### src/rtl/cond_split.sv
// Conditional split: pairs data tokens with condition tokens in arrival order and
// routes each data token to the true or false branch, with per-input pairing FIFOs.

module cond_split_fifo #(
    parameter int N     = 16,
    parameter int DEPTH = 4
) (
    input  logic         i_clk,
    input  logic         i_rst_n,
    input  logic         i_push,
    input  logic         i_pop,
    input  logic [N-1:0] i_data,
    output logic [N-1:0] o_head,
    output logic         o_empty,
    output logic         o_full
);
    localparam int AW = $clog2(DEPTH);

    logic [N-1:0] r_mem [DEPTH];
    logic [AW-1:0] r_wptr;
    logic [AW-1:0] r_rptr;
    logic [AW:0]   r_cnt;

    // Storage array; the write port only, contents need no reset.
    always_ff @(posedge i_clk) begin
        if (i_push) begin
            r_mem[r_wptr] <= i_data;
        end
    end

    // Pointers wrap naturally at DEPTH; occupancy is unchanged on push+pop.
    always_ff @(posedge i_clk or negedge i_rst_n) begin
        if (!i_rst_n) begin
            r_wptr <= AW'(0);
            r_rptr <= AW'(0);
            r_cnt  <= (AW+1)'(0);
        end else begin
            if (i_push) begin
                r_wptr <= r_wptr + AW'(1);
            end
            if (i_pop) begin
                r_rptr <= r_rptr + AW'(1);
            end
            case ({i_push, i_pop})
                2'b10:   r_cnt <= r_cnt + (AW+1)'(1);
                2'b01:   r_cnt <= r_cnt - (AW+1)'(1);
                default: r_cnt <= r_cnt;
            endcase
        end
    end

    assign o_head  = r_mem[r_rptr];
    assign o_empty = (r_cnt == (AW+1)'(0));
    assign o_full  = (r_cnt == (AW+1)'(DEPTH));
endmodule

module cond_split #(
    parameter int N     = 16,
    parameter int DEPTH = 4
) (
    input  logic         i_clk,
    input  logic         i_rst_n,
    input  logic         i_en,
    input  logic         i_r_in1,
    input  logic [N-1:0] i_d_in1,
    input  logic         i_r_in2,
    input  logic [N-1:0] i_d_in2,
    output logic         o_r_out1,
    output logic [N-1:0] o_d_out1,
    output logic         o_r_out2,
    output logic [N-1:0] o_d_out2,
    output logic         o_ovf
);
    logic         w_acc1;
    logic         w_acc2;
    logic [N-1:0] w_head1;
    logic [N-1:0] w_head2;
    logic         w_empty1;
    logic         w_empty2;
    logic         w_full1;
    logic         w_full2;
    logic         w_fire;
    logic         w_pop1;
    logic         w_pop2;
    logic         w_byp1;
    logic         w_byp2;
    logic [N-1:0] w_data;
    logic [N-1:0] w_cond;
    logic         w_push1;
    logic         w_push2;
    logic         w_drop;
    logic         w_true;

    assign w_acc1 = i_en & i_r_in1;
    assign w_acc2 = i_en & i_r_in2;

    cond_split_fifo #(.N(N), .DEPTH(DEPTH)) u_fifo_data (
        .i_clk   (i_clk),
        .i_rst_n (i_rst_n),
        .i_push  (w_push1),
        .i_pop   (w_pop1),
        .i_data  (i_d_in1),
        .o_head  (w_head1),
        .o_empty (w_empty1),
        .o_full  (w_full1)
    );

    cond_split_fifo #(.N(N), .DEPTH(DEPTH)) u_fifo_cond (
        .i_clk   (i_clk),
        .i_rst_n (i_rst_n),
        .i_push  (w_push2),
        .i_pop   (w_pop2),
        .i_data  (i_d_in2),
        .o_head  (w_head2),
        .o_empty (w_empty2),
        .o_full  (w_full2)
    );

    // Pair selection: buffered heads first, otherwise bypass the strobing input.
    always_comb begin
        w_fire = 1'b0;
        w_pop1 = 1'b0;
        w_pop2 = 1'b0;
        w_byp1 = 1'b0;
        w_byp2 = 1'b0;
        w_data = w_head1;
        w_cond = w_head2;
        if (!w_empty1 && !w_empty2) begin
            w_fire = i_en;
            w_pop1 = i_en;
            w_pop2 = i_en;
        end else if (!w_empty1) begin
            w_fire = w_acc2;
            w_pop1 = w_acc2;
            w_byp2 = w_acc2;
            w_cond = i_d_in2;
        end else if (!w_empty2) begin
            w_fire = w_acc1;
            w_pop2 = w_acc1;
            w_byp1 = w_acc1;
            w_data = i_d_in1;
        end else begin
            w_fire = w_acc1 & w_acc2;
            w_byp1 = w_acc1 & w_acc2;
            w_byp2 = w_acc1 & w_acc2;
            w_data = i_d_in1;
            w_cond = i_d_in2;
        end
    end

    // A token not consumed by bypass is buffered unless its FIFO is full with no pop.
    always_comb begin
        w_push1 = 1'b0;
        w_push2 = 1'b0;
        w_drop  = 1'b0;
        if (w_acc1 && !w_byp1) begin
            w_push1 = !w_full1 || w_pop1;
            w_drop  = w_full1 && !w_pop1;
        end else begin
            w_push1 = 1'b0;
        end
        if (w_acc2 && !w_byp2) begin
            w_push2 = !w_full2 || w_pop2;
            w_drop  = w_drop || (w_full2 && !w_pop2);
        end else begin
            w_push2 = 1'b0;
        end
    end

    assign w_true = (w_cond != {N{1'b0}});

    // Registered branch outputs; the unselected branch data holds.
    always_ff @(posedge i_clk or negedge i_rst_n) begin
        if (!i_rst_n) begin
            o_r_out1 <= 1'b0;
            o_r_out2 <= 1'b0;
            o_d_out1 <= {N{1'b0}};
            o_d_out2 <= {N{1'b0}};
        end else begin
            o_r_out1 <= w_fire && w_true;
            o_r_out2 <= w_fire && !w_true;
            if (w_fire && w_true) begin
                o_d_out1 <= w_data;
            end
            if (w_fire && !w_true) begin
                o_d_out2 <= w_data;
            end
        end
    end

    // Sticky overflow, cleared only by reset.
    always_ff @(posedge i_clk or negedge i_rst_n) begin
        if (!i_rst_n) begin
            o_ovf <= 1'b0;
        end else if (w_drop) begin
            o_ovf <= 1'b1;
        end
    end
endmodule

### config.mk
export PLATFORM = sky130hd
export DESIGN_NAME = cond_split
export DESIGN_NICKNAME = d
export VERILOG_FILES = /design/src/rtl/cond_split.sv
export SDC_FILE = /design/constraint.sdc
export NUM_CORES = 1
export LEC_CHECK = 0
export BUFFER_PORTS_ARGS = -buffer_cell sky130_fd_sc_hd__buf_2
export CORE_MARGIN = 1.5
export CORE_UTILIZATION = 45
export CTS_CLUSTER_DIAMETER = 80
export CTS_CLUSTER_SIZE = 8
export DETAILED_ROUTE_END_ITERATION = 12
export HOLD_SLACK_MARGIN = 0.05
export SETUP_SLACK_MARGIN = 0.5
export SYNTH_ARGS = -nofsm -noshare
export SYNTH_HDL_FRONTEND = slang
export SYNTH_SLANG_ARGS = --single-unit
### constraint.sdc
create_clock -name i_clk -period 4.6 [get_ports i_clk]
set_input_delay 0.92 -clock i_clk [delete_from_list [all_inputs] [get_ports i_clk]]
set_output_delay 0.92 -clock i_clk [all_outputs]
set_load 0.02 [all_outputs]
==> results by group, run 1 <==
GRT
  • Initial antenna violation count: 0
  • GRT Util Overall: 16.5%
  • Final global-route overflow total: 0
  • Pin count of the biggest net entering global routing: 50
  • Global-route wire length before repair: 19600 µm
  • Vias in the first global route: 3579

Yosys
  • Parity-gate share of the synthesized area counting xor and xnor cells: 1.65%
  • Leading post-synthesis cells by cell area: sky130_fd_sc_hd__edfxtp_1 (56%), sky130_fd_sc_hd__dfrtp_1 (18%), sky130_fd_sc_hd__mux4_2 (5.2%), sky130_fd_sc_hd__mux2_2 (4.9%), sky130_fd_sc_hd__mux2_4 (3.9%)
  • Multiplexer area fraction after synthesis: 14.1%
  • Compound-cell area share of the yosys netlist: 1.59%
  • Number of distinct standard cells referenced by the synthesized netlist: 41
  • Flip-flop cell with the highest count after synthesis: sky130_fd_sc_hd__edfxtp_1
  • Adder and majority gate portion of the synthesized area: 2.21%
  • Number of enable-type register cells in the synthesized netlist: 128
  • Number of warnings printed during yosys synthesis: 0
  • Synth Area per Inst: 19.1 µm²
  • Synthesized-area fraction occupied by and/or/nand/nor cells: 5.62%
  • Proportion of synthesized chip area in sequential cells: 73.3%
  • Fraction of post-synthesis cell area in the top cell type by area: 55.6%
  • FFs w/ async S/R, synth: 27.7%
  • Post-synthesis instance area: 6920 µm²
  • Combinational family with the most area after synthesis: multiplexers
  • Synth Net Count: 411
  • Synth area leader: sky130_fd_sc_hd__edfxtp_1
  • Gate count of the mapped netlist: 363
  • Number of flip-flops and latches in the synthesized netlist: 177

Drt
  • Overall routed net length: 12300 µm
  • Remaining routing DRC violations: 0
  • Detailed-route via count: 3393
  • Drt wl/cell: 18.9 µm
  • Ratio of routed vias to standard cells: 5.24
  • DRT antenna net count: 0
  • Detailed Route Iter0 Violations: 233
  • Detailed Routing Iterations Pass 1: 4

Power and ir drop
  • P_int: 0.00356 W
  • Gate power share: 30.1%
  • Clock power share: 25.3%
  • Switching power: 0.00156 W
  • Fraction of power spent switching nets: 30.5%
  • Proportion of power drawn by flip-flops and latches: 44.6%
  • Worst supply voltage drop on vdd: 0.412 mV
  • Power density relative to cell area: 639 nW/µm²
  • Leakage power summed over all cells: 2.98 nW

Die
  • Standard cell core area: 15100 µm²
  • Starting utilization of the core area: 45.8%
  • Die width: 127 µm
  • Row cnt: 45
  • Die H: 127 µm
  • Die Area: 16100 µm²
  • Number of top-level pins: 72

Place
  • Placed Instances: 617
  • DP HPWL: 7850 µm
  • Number of port buffers: 71
  • Final estimated routing congestion in global placement: 0.739

Setup path
  • R2R Path Start: u_fifo_cond.r_cnt[0]$_DFFE_PN0P_
  • Critical Path Source: u_fifo_cond.r_cnt[0]$_DFFE_PN0P_
  • Signal arrival time at the worst endpoint: 2.95 ns
  • Highest cell delay on the worst timing path: 0.83 ns
  • Critical path peak fanout: 16
  • Critical path's slowest cell: sky130_fd_sc_hd__and2_1
  • Nature of the critical path endpoint: flip-flop
  • Sort of element at the start of the critical path: flip-flop
  • Critical path required time: 4.64 ns
  • CP cell instances: or3_1 -> nor2_1 -> xnor2_1 -> a21oi_1 -> and2_1
  • Startpoint-to-endpoint class of the critical path: flip-flop to flip-flop

Clock network
  • Clock Tree Buf Depth: 2
  • Clk Latency, worst-skew pair: 0.42 ns
  • Setup Fix Bufs, Post-CTS: 0
  • Number of buffers added by the clock tree synthesis step: 17
  • Count of hold buffers inserted by post-cts repair: 0
  • Count of cells resized by post-cts repair: 0
  • Sinks on Clock Net: 177
  • TritonCTS clock tree: yes
  • H-Tree Depth: 4
  • Clk slew on worst S/H paths: 0.06 ns
  • Clk root buf: sky130_fd_sc_hd__clkbuf_16

Timing
  • Number of hold violations in the final report: 0
  • Count of final max-slew check failures: 0
  • Max-slew headroom: 38.5%
  • Pin slew with the least headroom to its limit: 0.923 ns
  • Min Clock Period, post-route: 2.90 ns
  • Clock skew: 0.0118 ns
  • Post-Route Setup TNS: 0 ns
  • Max Clock Freq: 344 MHz
  • Number of endpoints failing setup at the final stage: 0
  • RSZ-0062 raised after global routing: false
  • Final Cycle Share: 63.1%

Finish
  • Antenna diodes: 0
  • Non-filler cells in the finished layout: 648
  • Net count reported at finish: 496
  • Area growth from synthesis to layout: 15.8%
  • Fraction of layout instances using a drive strength above 1: 37.4%

Status
  • Run status: complete, no violations

Run
  • Max cap viols: 0

Hold path
  • Type of the worst min-delay path: flip-flop to flip-flop
  • Hold path startpoint: o_ovf$_DFFE_PN0P_
[metal layers]
layer | wire, µm | track usage [%] | vias up
met4 | 283 | 6.75 | 0
met1 | 5530 | 22.0 | 1743
met2 | 5980 | 25.9 | 63
li1 | - | - | 1571
met3 | 485 | 4.69 | 16
met5 | 0 | 0 | -
[flip-flops by register name, indices dropped and copies added, names as in the netlist]
signal and count:
u_fifo_data.r_wptr 2, o_r_out2 1, o_d_out2 16, o_ovf 1
u_fifo_cond.r_wptr 2, u_fifo_cond.r_mem 64, u_fifo_data.r_cnt 3, o_d_out1 16
u_fifo_cond.r_rptr 2, o_r_out1 1, u_fifo_data.r_mem 64, u_fifo_cond.r_cnt 3
u_fifo_data.r_rptr 2
[through the flow]
| stage | utilization, % | setup slack, ns | area [µm²] | power, W | hold WS, ns |
|---|---|---|---|---|---|
| 2_1_floorplan | - | 2.01 | 6920 | 0.00343 | 0.476 |
| 3_3_place_gp | 49.6 | 1.43 | 7480 | 0.00382 | 0.470 |
| 3_5_place_dp | 49.6 | 1.38 | 7480 | 0.00388 | 0.458 |
| 4_1_cts | 53.1 | 1.62 | 8010 | 0.00518 | 0.471 |
| 5_1_grt | 53.1 | 1.47 | 8010 | 0.00537 | 0.484 |
| 6_report | 53.1 | 1.70 | 8010 | 0.00511 | 0.465 |
[critical path: cells and delay by family (launching register included)]
family,cells,cell delay (ns)
DFF,1,0.41
and+or+nand+nor,3,1.54
xor gates and xnor gates,1,0.08
AOI/OAI and AO/OA,1,0.50
[cell usage after synthesis, types with 2 or more instances]
cell,instances
sky130_fd_sc_hd__a21oi_1,2
sky130_fd_sc_hd__and2_1,9
sky130_fd_sc_hd__buf_2,2
sky130_fd_sc_hd__buf_6,2
sky130_fd_sc_hd__clkbuf_1,2
sky130_fd_sc_hd__dfrtp_1,49
sky130_fd_sc_hd__edfxtp_1,128
sky130_fd_sc_hd__fa_1,2
sky130_fd_sc_hd__ha_1,9
sky130_fd_sc_hd__inv_1,12
sky130_fd_sc_hd__mux2_2,30
sky130_fd_sc_hd__mux2_4,18
sky130_fd_sc_hd__mux4_2,16
sky130_fd_sc_hd__nand2_1,7
sky130_fd_sc_hd__nand3_1,6
sky130_fd_sc_hd__nand4_1,3
sky130_fd_sc_hd__nor2_1,11
sky130_fd_sc_hd__nor3_1,3
sky130_fd_sc_hd__nor4_1,15
sky130_fd_sc_hd__o21ai_0,4
sky130_fd_sc_hd__or3_1,2
sky130_fd_sc_hd__xnor2_1,9
sky130_fd_sc_hd__xor2_1,4
[cells in the final DEF (no fill, tap or decap), types with 11 or more instances in the layout]
cell type | Yosys | final
sky130_fd_sc_hd__nor2_1 | 11 | 11
sky130_fd_sc_hd__nor4_1 | 15 | 15
sky130_fd_sc_hd__mux2_2 | 30 | 30
sky130_fd_sc_hd__inv_1 | 12 | 12
sky130_fd_sc_hd__edfxtp_1 | 128 | 128
sky130_fd_sc_hd__mux4_2 | 16 | 16
sky130_fd_sc_hd__dfrtp_1 | 49 | 49
sky130_fd_sc_hd__mux2_4 | 18 | 18
sky130_fd_sc_hd__clkbuf_16 | 0 | 17
sky130_fd_sc_hd__buf_2 | 2 | 71
[layout make-up]
| type | count | area [µm²] |
|---|---|---|
| inverters | 12 | 45.0 |
| repair buffers | 74 | 378 |
| well taps | 188 | 235 |
| clock buffers | 20 | 437 |
| fillers | 1231 | 7080 |
| clock inverters | 11 | 92.6 |
| multi-input cells | 166 | 1750 |
| flip-flops and latches | 177 | 5070 |
[power by group through the flow]
stage / Sequential [W] / Clock (W) / Combinational, W
floorplan: 0.00243 / 0 / 0.000998
global placement: 0.00230 / 0 / 0.00153
detailed placement: 0.00231 / 0 / 0.00157
CTS: 0.00229 / 0.00132 / 0.00157
global route: 0.00232 / 0.00138 / 0.00167
finish: 0.00228 / 0.00129 / 0.00154
[path summary, 6_finish.rpt]
check | end | slack (ns) | depth (start not counted)
worst min-delay path | o_ovf$_DFFE_PN0P_ | 0.47 | 1
worst max-delay path | u_fifo_data.r_mem[0][7]$_DFFE_PP_ | 1.70 | 5
min in group asynchronous | u_fifo_cond.r_rptr[0]$_DFFE_PN0P_ | 0.63 | 2
max in group asynchronous | o_d_out2[15]$_DFFE_PN0P_ | 3.52 | 2
worst max register to register | u_fifo_data.r_mem[0][7]$_DFFE_PP_ | 1.70 | 5
worst min register to register | o_ovf$_DFFE_PN0P_ | 0.47 | 1
[logic make-up after synthesis]
| logic type | after synthesis |
|---|---|
| compound gates | 12 |
| buf+inv | 20 |
| simple gates | 65 |
| xor+xnor | 13 |
| flops | 177 |
| fa+ha+maj | 11 |
| mux | 65 |
Power figures use the tool's default switching activity.
==> inputs of run 2 (changes only) <==
--- a/config.mk
+++ b/config.mk
@@ -5,6 +5,7 @@
 export SDC_FILE = /design/constraint.sdc
 export NUM_CORES = 1
 export LEC_CHECK = 0
+export ABC_AREA = 1
 export BUFFER_PORTS_ARGS = -buffer_cell sky130_fd_sc_hd__buf_2
 export CORE_MARGIN = 1.5
 export CORE_UTILIZATION = 45
==> constraint.sdc (replaced) <==
create_clock -name i_clk -period 3 [get_ports i_clk]
set_input_delay 0.6 -clock i_clk [delete_from_list [all_inputs] [get_ports i_clk]]
set_output_delay 0.6 -clock i_clk [all_outputs]
set_load 0.02 [all_outputs]
==> results by group, run 2 <==
Yosys
  • Leading post-synthesis cells by cell area: sky130_fd_sc_hd__edfxtp_1 (54%), sky130_fd_sc_hd__dfrtp_1 (17%), sky130_fd_sc_hd__nor2_1 (6.6%), sky130_fd_sc_hd__nand2_1 (5.3%), sky130_fd_sc_hd__o21ai_0 (2.2%) (was sky130_fd_sc_hd__edfxtp_1 (56%), sky130_fd_sc_hd__dfrtp_1 (18%), sky130_fd_sc_hd__mux4_2 (5.2%), sky130_fd_sc_hd__mux2_2 (4.9%), sky130_fd_sc_hd__mux2_4 (3.9%))
  • Flip-flop cell with the highest count after synthesis: sky130_fd_sc_hd__edfxtp_1 (unchanged)
  • Number of enable-type register cells in the synthesized netlist: 128 (unchanged)
  • Gate count of the mapped netlist: 601 (was 363)
  • Compound-cell area share of the yosys netlist: 4.67% (was 1.59%)
  • Number of distinct standard cells referenced by the synthesized netlist: 31 (was 41)
  • Synth area leader: sky130_fd_sc_hd__edfxtp_1 (unchanged)
  • Synth Net Count: 649 (was 411)
  • Parity-gate share of the synthesized area counting xor and xnor cells: 1.11% (was 1.65%)
  • Combinational family with the most area after synthesis: simple AND/OR/NAND/NOR gates (was multiplexers)
  • Multiplexer area fraction after synthesis: 0% (was 14.1%)
  • Most numerous cell in the Yosys netlist: sky130_fd_sc_hd__edfxtp_1 (unchanged)
  • Top cells by count, synth: sky130_fd_sc_hd__edfxtp_1 (128), sky130_fd_sc_hd__nor2_1 (124), sky130_fd_sc_hd__nand2_1 (100) (was sky130_fd_sc_hd__edfxtp_1 (128), sky130_fd_sc_hd__dfrtp_1 (49), sky130_fd_sc_hd__mux2_2 (30))
  • FFs w/ async S/R, synth: 27.7% (unchanged)
  • Synthesized-area fraction occupied by and/or/nand/nor cells: 17.3% (was 5.62%)
  • Fraction of post-synthesis cell area in the top cell type by area: 54.2% (was 55.6%)
  • Proportion of synthesized chip area in sequential cells: 71.4% (was 73.3%)
  • Synth Area per Inst: 11.8 µm² (was 19.1 µm²)
  • Number of warnings printed during yosys synthesis: 0 (unchanged)
  • Post-synthesis instance area: 7100 µm² (was 6920 µm²)
  • Adder and majority gate portion of the synthesized area: 2.15% (was 2.21%)
  • Number of flip-flops and latches in the synthesized netlist: 177 (unchanged)

Clock network
  • Clock Tree Buf Depth: 2 (unchanged)
  • Clk root buf: sky130_fd_sc_hd__clkbuf_16 (unchanged)
  • H-Tree Depth: 4 (unchanged)
  • Clk slew on worst S/H paths: 0.06 ns (about the same)
  • Number of buffers added by the clock tree synthesis step: 17 (unchanged)
  • Count of hold buffers inserted by post-cts repair: 0 (unchanged)
  • Sinks on Clock Net: 177 (unchanged)
  • TritonCTS clock tree: yes (unchanged)
  • Clk Latency, worst-skew pair: 0.42 ns (about the same)

Place
  • Final estimated routing congestion in global placement: 0.767 (was 0.739)
  • Standard cell area after detailed placement: 7730 µm² (was 7480 µm²)
  • Worst setup slack after placement: 0.550 ns (was 1.38 ns)
  • DP HPWL: 9980 µm (was 7850 µm)
  • Number of port buffers: 71 (unchanged)
  • Placed Instances: 877 (was 617)

Die
  • Die Area: 16500 µm² (was 16100 µm²)
  • Die width: 129 µm (was 127 µm)
  • Standard cell core area: 15300 µm² (was 15100 µm²)
  • Starting utilization of the core area: 46.3% (was 45.8%)
  • Die H: 129 µm (was 127 µm)
  • Number of top-level pins: 72 (unchanged)
  • Row cnt: 45 (unchanged)

Power and ir drop
  • Power density relative to cell area: 1000 nW/µm² (was 639 nW/µm²)
  • Worst supply voltage drop on vdd: 0.474 mV (was 0.412 mV)
  • Leakage power summed over all cells: 3.43 nW (was 2.98 nW)

Timing
  • Number of hold violations in the final report: 0 (unchanged)
  • Pin slew with the least headroom to its limit: 0.625 ns (was 0.923 ns)
  • RSZ-0062 raised after global routing: false (unchanged)
  • Max-slew headroom: 58.3% (was 38.5%)
  • Number of endpoints failing setup at the final stage: 0 (unchanged)
  • Min Clock Period, post-route: 2.30 ns (was 2.90 ns)
  • Post-Route Setup TNS: 0 ns (unchanged)
  • Final WS setup: 0.695 ns (was 1.70 ns)
  • Clock skew: 0.00836 ns (was 0.0118 ns)
  • Count of final max-slew check failures: 0 (unchanged)
  • Final Cycle Share: 76.8% (was 63.1%)
  • Max Clock Freq: 434 MHz (was 344 MHz)

Setup path
  • Worst reg2reg path depth: 11 (was 5)
  • Critical path peak fanout: 5 (was 16)
  • Critical path required time: 3.30 ns (was 4.64 ns)
  • Critical path's slowest cell: sky130_fd_sc_hd__fa_1 (was sky130_fd_sc_hd__and2_1)
  • Signal arrival time at the worst endpoint: 2.60 ns (was 2.95 ns)
  • Buffer and inverter count on the worst path: 1 (was 0)
  • Highest cell delay on the worst timing path: 0.44 ns (was 0.83 ns)
  • CP cell instances: nor2_2 -> nand2_2 -> nor2_1 -> o21ai_0 -> nand4_1 -> ha_1 -> inv_1 -> fa_1 -> a21oi_1 -> o21ai_0 -> xor2_1 (was or3_1 -> nor2_1 -> xnor2_1 -> a21oi_1 -> and2_1)
  • CP top delay family: adder cells (was simple AND/OR/NAND/NOR gates)
  • Startpoint-to-endpoint class of the critical path: flip-flop to flip-flop (unchanged)
  • Sort of element at the start of the critical path: flip-flop (unchanged)
  • Most frequent cell on the critical path: sky130_fd_sc_hd__o21ai_0
  • Nature of the critical path endpoint: flip-flop (unchanged)
  • Number of cells on the critical path: 11 (was 5)
  • R2r setup slk: 0.70 ns (was 1.70 ns)

GRT
  • Initial antenna violation count: 0 (unchanged)
  • GRT Util Overall: 19.1% (was 16.5%)
  • Final global-route overflow total: 0 (unchanged)
  • Pin count of the biggest net entering global routing: 50 (unchanged)
  • Vias in the first global route: 4521 (was 3579)
  • Global-route wire length before repair: 23700 µm (was 19600 µm)

Drt
  • Overall routed net length: 14900 µm (was 12300 µm)
  • Ratio of routed vias to standard cells: 5.06 (was 5.24)
  • DRT antenna net count: 0 (unchanged)
  • Detailed Route Iter0 Violations: 302 (was 233)
  • Remaining routing DRC violations: 0 (unchanged)
  • Detailed-route via count: 4614 (was 3393)
  • Drt wl/cell: 16.3 µm (was 18.9 µm)
  • Detailed Routing Iterations Pass 1: 4 (unchanged)

Finish
  • Most common library cell in the layout ignoring fill and taps: sky130_fd_sc_hd__edfxtp_1 (unchanged)
  • Net count reported at finish: 735 (was 496)
  • Antenna diodes: 0 (unchanged)
  • Registers with the most flip-flops: u_fifo_cond.r_mem x64, u_fifo_data.r_mem x64 (unchanged)
  • Design area: 8380 µm² (was 8010 µm²)
  • Most frequent cells in the layout: sky130_fd_sc_hd__edfxtp_1 (128), sky130_fd_sc_hd__nor2_1 (123), sky130_fd_sc_hd__nand2_1 (100), sky130_fd_sc_hd__buf_2 (71), sky130_fd_sc_hd__dfrtp_1 (49) (was sky130_fd_sc_hd__edfxtp_1 (128), sky130_fd_sc_hd__buf_2 (71), sky130_fd_sc_hd__dfrtp_1 (49), sky130_fd_sc_hd__mux2_2 (30), sky130_fd_sc_hd__mux2_4 (18))
  • Fraction of layout instances using a drive strength above 1: 19.1% (was 37.4%)
  • Non-filler cells in the finished layout: 911 (was 648)
  • Area growth from synthesis to layout: 18.1% (was 15.8%)
  • Number of fill cells: 1326 (was 1231)

Hold path
  • Type of the worst min-delay path: primary input to asynchronous set/reset pin (was flip-flop to flip-flop)

Run
  • Max cap viols: 0 (unchanged)

Status
  • Run status: complete, no violations (unchanged)
-- run 2: changes by cell type after synthesis, sizes merged, moves of 9 or more --
cell,before,now
a31oi,1,16
o21ai,4,38
mux2,48,0
mux4,16,0
nand3,6,25
clkbuf,2,11
nor2,11,124
nand4,4,18
inv,12,31
nor4,15,4
nand2,7,106
-- run 2: path summary, 6_finish.rpt --
path,start,end
worst max-delay path,u_fifo_data.r_cnt[1]$_DFFE_PN0P_,u_fifo_data.r_cnt[2]$_DFFE_PN0P_
worst min-delay path,i_rst_n,u_fifo_data.r_cnt[2]$_DFFE_PN0P_
worst max register to register,u_fifo_data.r_cnt[1]$_DFFE_PN0P_,u_fifo_data.r_cnt[2]$_DFFE_PN0P_
worst min register to register,o_d_out2[14]$_DFFE_PN0P_,o_d_out2[14]$_DFFE_PN0P_
max in group asynchronous,i_rst_n,o_d_out1[7]$_DFFE_PN0P_
min in group i_clk,i_d_in1[5],u_fifo_data.r_mem[0][5]$_DFFE_PP_
-- run 2: power by group --
part / internal (W) / switching [W] / total (W)
Sequential: 0.00316 / 0.000303 / 0.00346
Combinational: 0.000837 / 0.00177 / 0.00261
Clock: 0.00141 / 0.000938 / 0.00234
-- run 2: what timing repair did --
action,4_1_cts,5_1_grt
setup endpoints to repair,0,1
gates resized for setup,0,3
setup buffers,0,2
-- run 2: layer usage --
layer | global-route usage [%] | up-vias | share of wire (%)
met2 | 32.2 | 109 | 50
li1 | - | 2229 | -
met5 | 0 | - | 0
met4 | 6.48 | 0 | 1.2
met3 | 4.07 | 13 | 4.6
met1 | 24.8 | 2263 | 44
-- run 2: cell type report --
cell class,instances,area (µm²),share of cell area (%)
Sequential cell,177,5070,60.5
Multi-Input combinational cell,369,1800,21.5
Timing Repair Buffer,90,498,5.94
Clock buffer,17,425,5.07
Tap cell,211,264,3.15
Clock inverter,15,206,2.46
Inverter,32,120,1.43
-- run 2: metrics by stage --
step	power, W	util [%]	hold slack (ns)
6_report	0.00842	54.7	0.268
5_1_grt	0.00889	54.7	0.329
4_1_cts	0.00847	54.6	0.296
3_5_place_dp	0.00611	50.5	0.458
3_3_place_gp	0.00602	50.5	0.454
2_1_floorplan	0.00524	-	0.304
-- run 2: kinds of logic after synthesis --
kind of cell             count (synthesis)
XOR/XNOR                                 9
buffers and inverters                   55
AND/OR/NAND/NOR                        288
AO/OA/AOI/OAI                           61
adder cells (fa/ha/maj)                 11
flip-flops                             177
==> inputs of run 3 (changes only) <==
--- a/config.mk
+++ b/config.mk
@@ -13,6 +13,7 @@
 export CTS_CLUSTER_SIZE = 8
 export DETAILED_ROUTE_END_ITERATION = 12
 export HOLD_SLACK_MARGIN = 0.05
+export PLACE_DENSITY = 0.66
 export SETUP_SLACK_MARGIN = 0.5
 export SYNTH_ARGS = -nofsm -noshare
 export SYNTH_HDL_FRONTEND = slang
==> constraint.sdc (replaced) <==
create_clock -name i_clk -period 1.9 [get_ports i_clk]
set_input_delay 0.38 -clock i_clk [delete_from_list [all_inputs] [get_ports i_clk]]
set_output_delay 0.38 -clock i_clk [all_outputs]
set_load 0.02 [all_outputs]
==> results by group, run 3 (same netlist as run 2, synthesis figures left out) <==
Setup path
  • Critical path required time: 2.20 ns (was 3.30 ns)
  • Startpoint-to-endpoint class of the critical path: flip-flop to flip-flop (unchanged)
  • Worst reg2reg path depth: 11 (unchanged)
  • Signal arrival time at the worst endpoint: 2.35 ns (was 2.60 ns)
  • Nature of the critical path endpoint: flip-flop (unchanged)
  • Sort of element at the start of the critical path: flip-flop (unchanged)
  • Critical path peak fanout: 5 (unchanged)
  • R2R Path Start: u_fifo_data.r_cnt[0]$_DFFE_PN0P_ (was u_fifo_data.r_cnt[1]$_DFFE_PN0P_)
  • Critical register-to-register path endpoint: u_fifo_data.r_cnt[2]$_DFFE_PN0P_ (unchanged)
  • R2r setup slk: -0.15 ns (was 0.70 ns)

Finish
  • FF+latch area: 5070 µm² (about the same)
  • Area growth from synthesis to layout: 29.9% (was 18.1%)
  • Most common library cell in the layout ignoring fill and taps: sky130_fd_sc_hd__edfxtp_1 (unchanged)
  • Number of fill cells: 1188 (was 1326)
  • Combined area of the multi-input logic cells: 2020 µm² (was 1800 µm²)
  • Registers with the most flip-flops: u_fifo_cond.r_mem x64, u_fifo_data.r_mem x64 (unchanged)
  • Antenna diodes: 0 (unchanged)
  • Most frequent cells in the layout: sky130_fd_sc_hd__edfxtp_1 (128), sky130_fd_sc_hd__nor2_1 (109), sky130_fd_sc_hd__nand2_1 (93), sky130_fd_sc_hd__buf_2 (62), sky130_fd_sc_hd__buf_4 (53) (was sky130_fd_sc_hd__edfxtp_1 (128), sky130_fd_sc_hd__nor2_1 (123), sky130_fd_sc_hd__nand2_1 (100), sky130_fd_sc_hd__buf_2 (71), sky130_fd_sc_hd__dfrtp_1 (49))
  • Net count reported at finish: 788 (was 735)
  • Fraction of layout instances using a drive strength above 1: 29.7% (was 19.1%)

Clock network
  • Clock Tree Buf Depth: 2 (unchanged)
  • Clk root buf: sky130_fd_sc_hd__clkbuf_16 (unchanged)
  • Clk slew on worst S/H paths: 0.07 ns (was 0.06 ns)
  • Sinks on Clock Net: 177 (unchanged)
  • Clk Latency, worst-skew pair: 0.43 ns (was 0.42 ns)
  • Number of buffers added by the clock tree synthesis step: 17 (unchanged)
  • TritonCTS clock tree: yes (unchanged)
  • H-Tree Depth: 4 (unchanged)

Timing
  • Max-slew headroom: 66.8% (was 58.3%)
  • Count of final max-slew check failures: 0 (unchanged)
  • Max Clock Freq: 487 MHz (was 434 MHz)
  • RSZ-0062 raised after global routing: true (was false)
  • Min Clock Period, post-route: 2.05 ns (was 2.30 ns)
  • WHS: 0.185 ns (was 0.268 ns)
  • Clock skew: 0.00811 ns (was 0.00836 ns)
  • Number of endpoints failing setup at the final stage: 89 (was 0)
  • Final Cycle Share: 108% (was 76.8%)
  • Final WS setup: -0.152 ns (was 0.695 ns)
  • Pin slew with the least headroom to its limit: 0.498 ns (was 0.625 ns)
  • Number of hold violations in the final report: 0 (unchanged)

Power and ir drop
  • Fraction of power spent switching nets: 36.4% (was 35.8%)
  • Gate power share: 37.7% (was 31.0%)
  • Power density relative to cell area: 1550 nW/µm² (was 1000 nW/µm²)
  • P_int: 0.00907 W (was 0.00540 W)
  • Clock power share: 24.2% (was 27.9%)
  • Switching power: 0.00519 W (was 0.00302 W)
  • Overall power after layout: 0.0143 W (was 0.00842 W)
  • Proportion of power drawn by flip-flops and latches: 38.1% (was 41.1%)
  • Leakage power summed over all cells: 3.74 nW (was 3.43 nW)
  • Worst supply voltage drop on vdd: 0.784 mV (was 0.474 mV)

GRT
  • Pin count of the biggest net entering global routing: 33 (was 50)
  • Vias in the first global route: 4981 (was 4521)
  • Final global-route overflow total: 0 (unchanged)
  • Initial antenna violation count: 0 (unchanged)
  • GRT Util Overall: 19.9% (was 19.1%)
  • Global-route wire length before repair: 24800 µm (was 23700 µm)

Place
  • Number of port buffers: 71 (unchanged)
  • DP HPWL: 10100 µm (was 9980 µm)
  • Final estimated routing congestion in global placement: 0.883 (was 0.767)

Drt
  • DRT antenna net count: 0 (unchanged)
  • Ratio of routed vias to standard cells: 5.12 (was 5.06)
  • Remaining routing DRC violations: 0 (unchanged)
  • Detailed Route Iter0 Violations: 373 (was 302)
  • Drt wl/cell: 16.6 µm (was 16.3 µm)
  • Detailed Routing Iterations Pass 1: 4 (unchanged)
  • Detailed-route via count: 4937 (was 4614)
  • Overall routed net length: 16000 µm (was 14900 µm)

Die
  • Number of top-level pins: 72 (unchanged)
  • Row cnt: 45 (unchanged)
  • Die width: 129 µm (unchanged)
  • Standard cell core area: 15300 µm² (unchanged)
  • Die Area: 16500 µm² (unchanged)
  • Die H: 129 µm (unchanged)
  • Starting utilization of the core area: 46.3% (unchanged)

Status
  • Failing checks: setup timing
  • Run status: complete, but fails checks (was complete, no violations)

Hold path
  • Type of the worst min-delay path: primary input to flip-flop (was primary input to asynchronous set/reset pin)
  • Hold path startpoint: i_d_in1[7]
  • Worst hold path cell count: 1
  • Destination of the worst hold path: u_fifo_data.r_mem[1][7]$_DFFE_PP_

Run
  • Max cap viols: 0 (unchanged)
## run 3: what timing repair did
action                                  4_1_cts  5_1_grt
endpoints found under the hold margin        15        0
pin swaps                                    10        3
endpoints found under the setup margin      181      187
resized for setup                            28       30
hold buffers                                  1        0
buffers inserted                             14       11
gates cloned                                  2        2
## run 3: layout make-up
cell class	count	share of cell area [%]
clock buffer	18	4.65
clock inverter	14	1.66
inverter	32	1.33
multi-input combinational	370	21.9
sequential	177	55.0
tap	211	2.86
timing repair buffer	142	12.6
## run 3: metrics by stage
step / cells / setup WS (ns) / instance area (µm²) / utilization (%) / TNS, ns
2_1_floorplan: 601 / -0.281 / 7230 / - / -15.87
3_3_place_gp: 902 / -0.0512 / 8150 / 53.2 / -0.0857
3_5_place_dp: 902 / -0.159 / 8150 / 53.2 / -0.401
4_1_cts: 951 / -0.0912 / 8980 / 58.6 / -3.42
5_1_grt: 964 / -0.258 / 9220 / 60.2 / -18.49
6_report: 964 / -0.152 / 9220 / 60.2 / -7.09
## run 3: layer usage
| layer | vias to the layer above | part of all wire [%] | GRT usage, % |
|---|---|---|---|
| met5 | - | 0 | 0 |
| met4 | 0 | 2.0 | 7.60 |
| met3 | 30 | 4.6 | 4.24 |
| met2 | 164 | 52 | 35.2 |
| met1 | 2397 | 42 | 24.1 |
| li1 | 2346 | - | - |
## run 3: critical path: stages (launching register included)
cell,delay [ns]
sky130_fd_sc_hd__dfrtp_1,0.38
sky130_fd_sc_hd__nor2_2,0.14
sky130_fd_sc_hd__nand2_2,0.12
sky130_fd_sc_hd__nand3_2,0.12
sky130_fd_sc_hd__nand4_1,0.11
sky130_fd_sc_hd__nand4_1,0.18
sky130_fd_sc_hd__ha_4,0.16
sky130_fd_sc_hd__inv_4,0.03
sky130_fd_sc_hd__fa_2,0.34
sky130_fd_sc_hd__a21oi_2,0.11
sky130_fd_sc_hd__o21ai_1,0.08
sky130_fd_sc_hd__xor2_1,0.15
## run 3: power groups by stage
stage	sequential, W	clock [W]	combinational, W
after floorplan	0.00579	0	0.00268
after global placement	0.00545	0	0.00450
after detailed placement	0.00549	0	0.00468
after CTS	0.00542	0.00352	0.00506
after global routing	0.00549	0.00367	0.00589
final	0.00543	0.00345	0.00538
## run 3: worst max-delay path by stage
stage / start / to / depth (start not counted)
final: u_fifo_data.r_cnt[0]$_DFFE_PN0P_ / u_fifo_data.r_cnt[2]$_DFFE_PN0P_ / 11
after global routing: u_fifo_cond.r_cnt[1]$_DFFE_PN0P_ / u_fifo_data.r_cnt[2]$_DFFE_PN0P_ / 11
after CTS: u_fifo_cond.r_cnt[0]$_DFFE_PN0P_ / u_fifo_data.r_cnt[2]$_DFFE_PN0P_ / 11
after detailed placement: u_fifo_cond.r_cnt[1]$_DFFE_PN0P_ / u_fifo_data.r_cnt[1]$_DFFE_PN0P_ / 8
after global placement: u_fifo_cond.r_cnt[1]$_DFFE_PN0P_ / u_fifo_data.r_cnt[2]$_DFFE_PN0P_ / 11
after floorplan: u_fifo_cond.r_cnt[1]$_DFFE_PN0P_ / u_fifo_data.r_cnt[2]$_DFFE_PN0P_ / 11
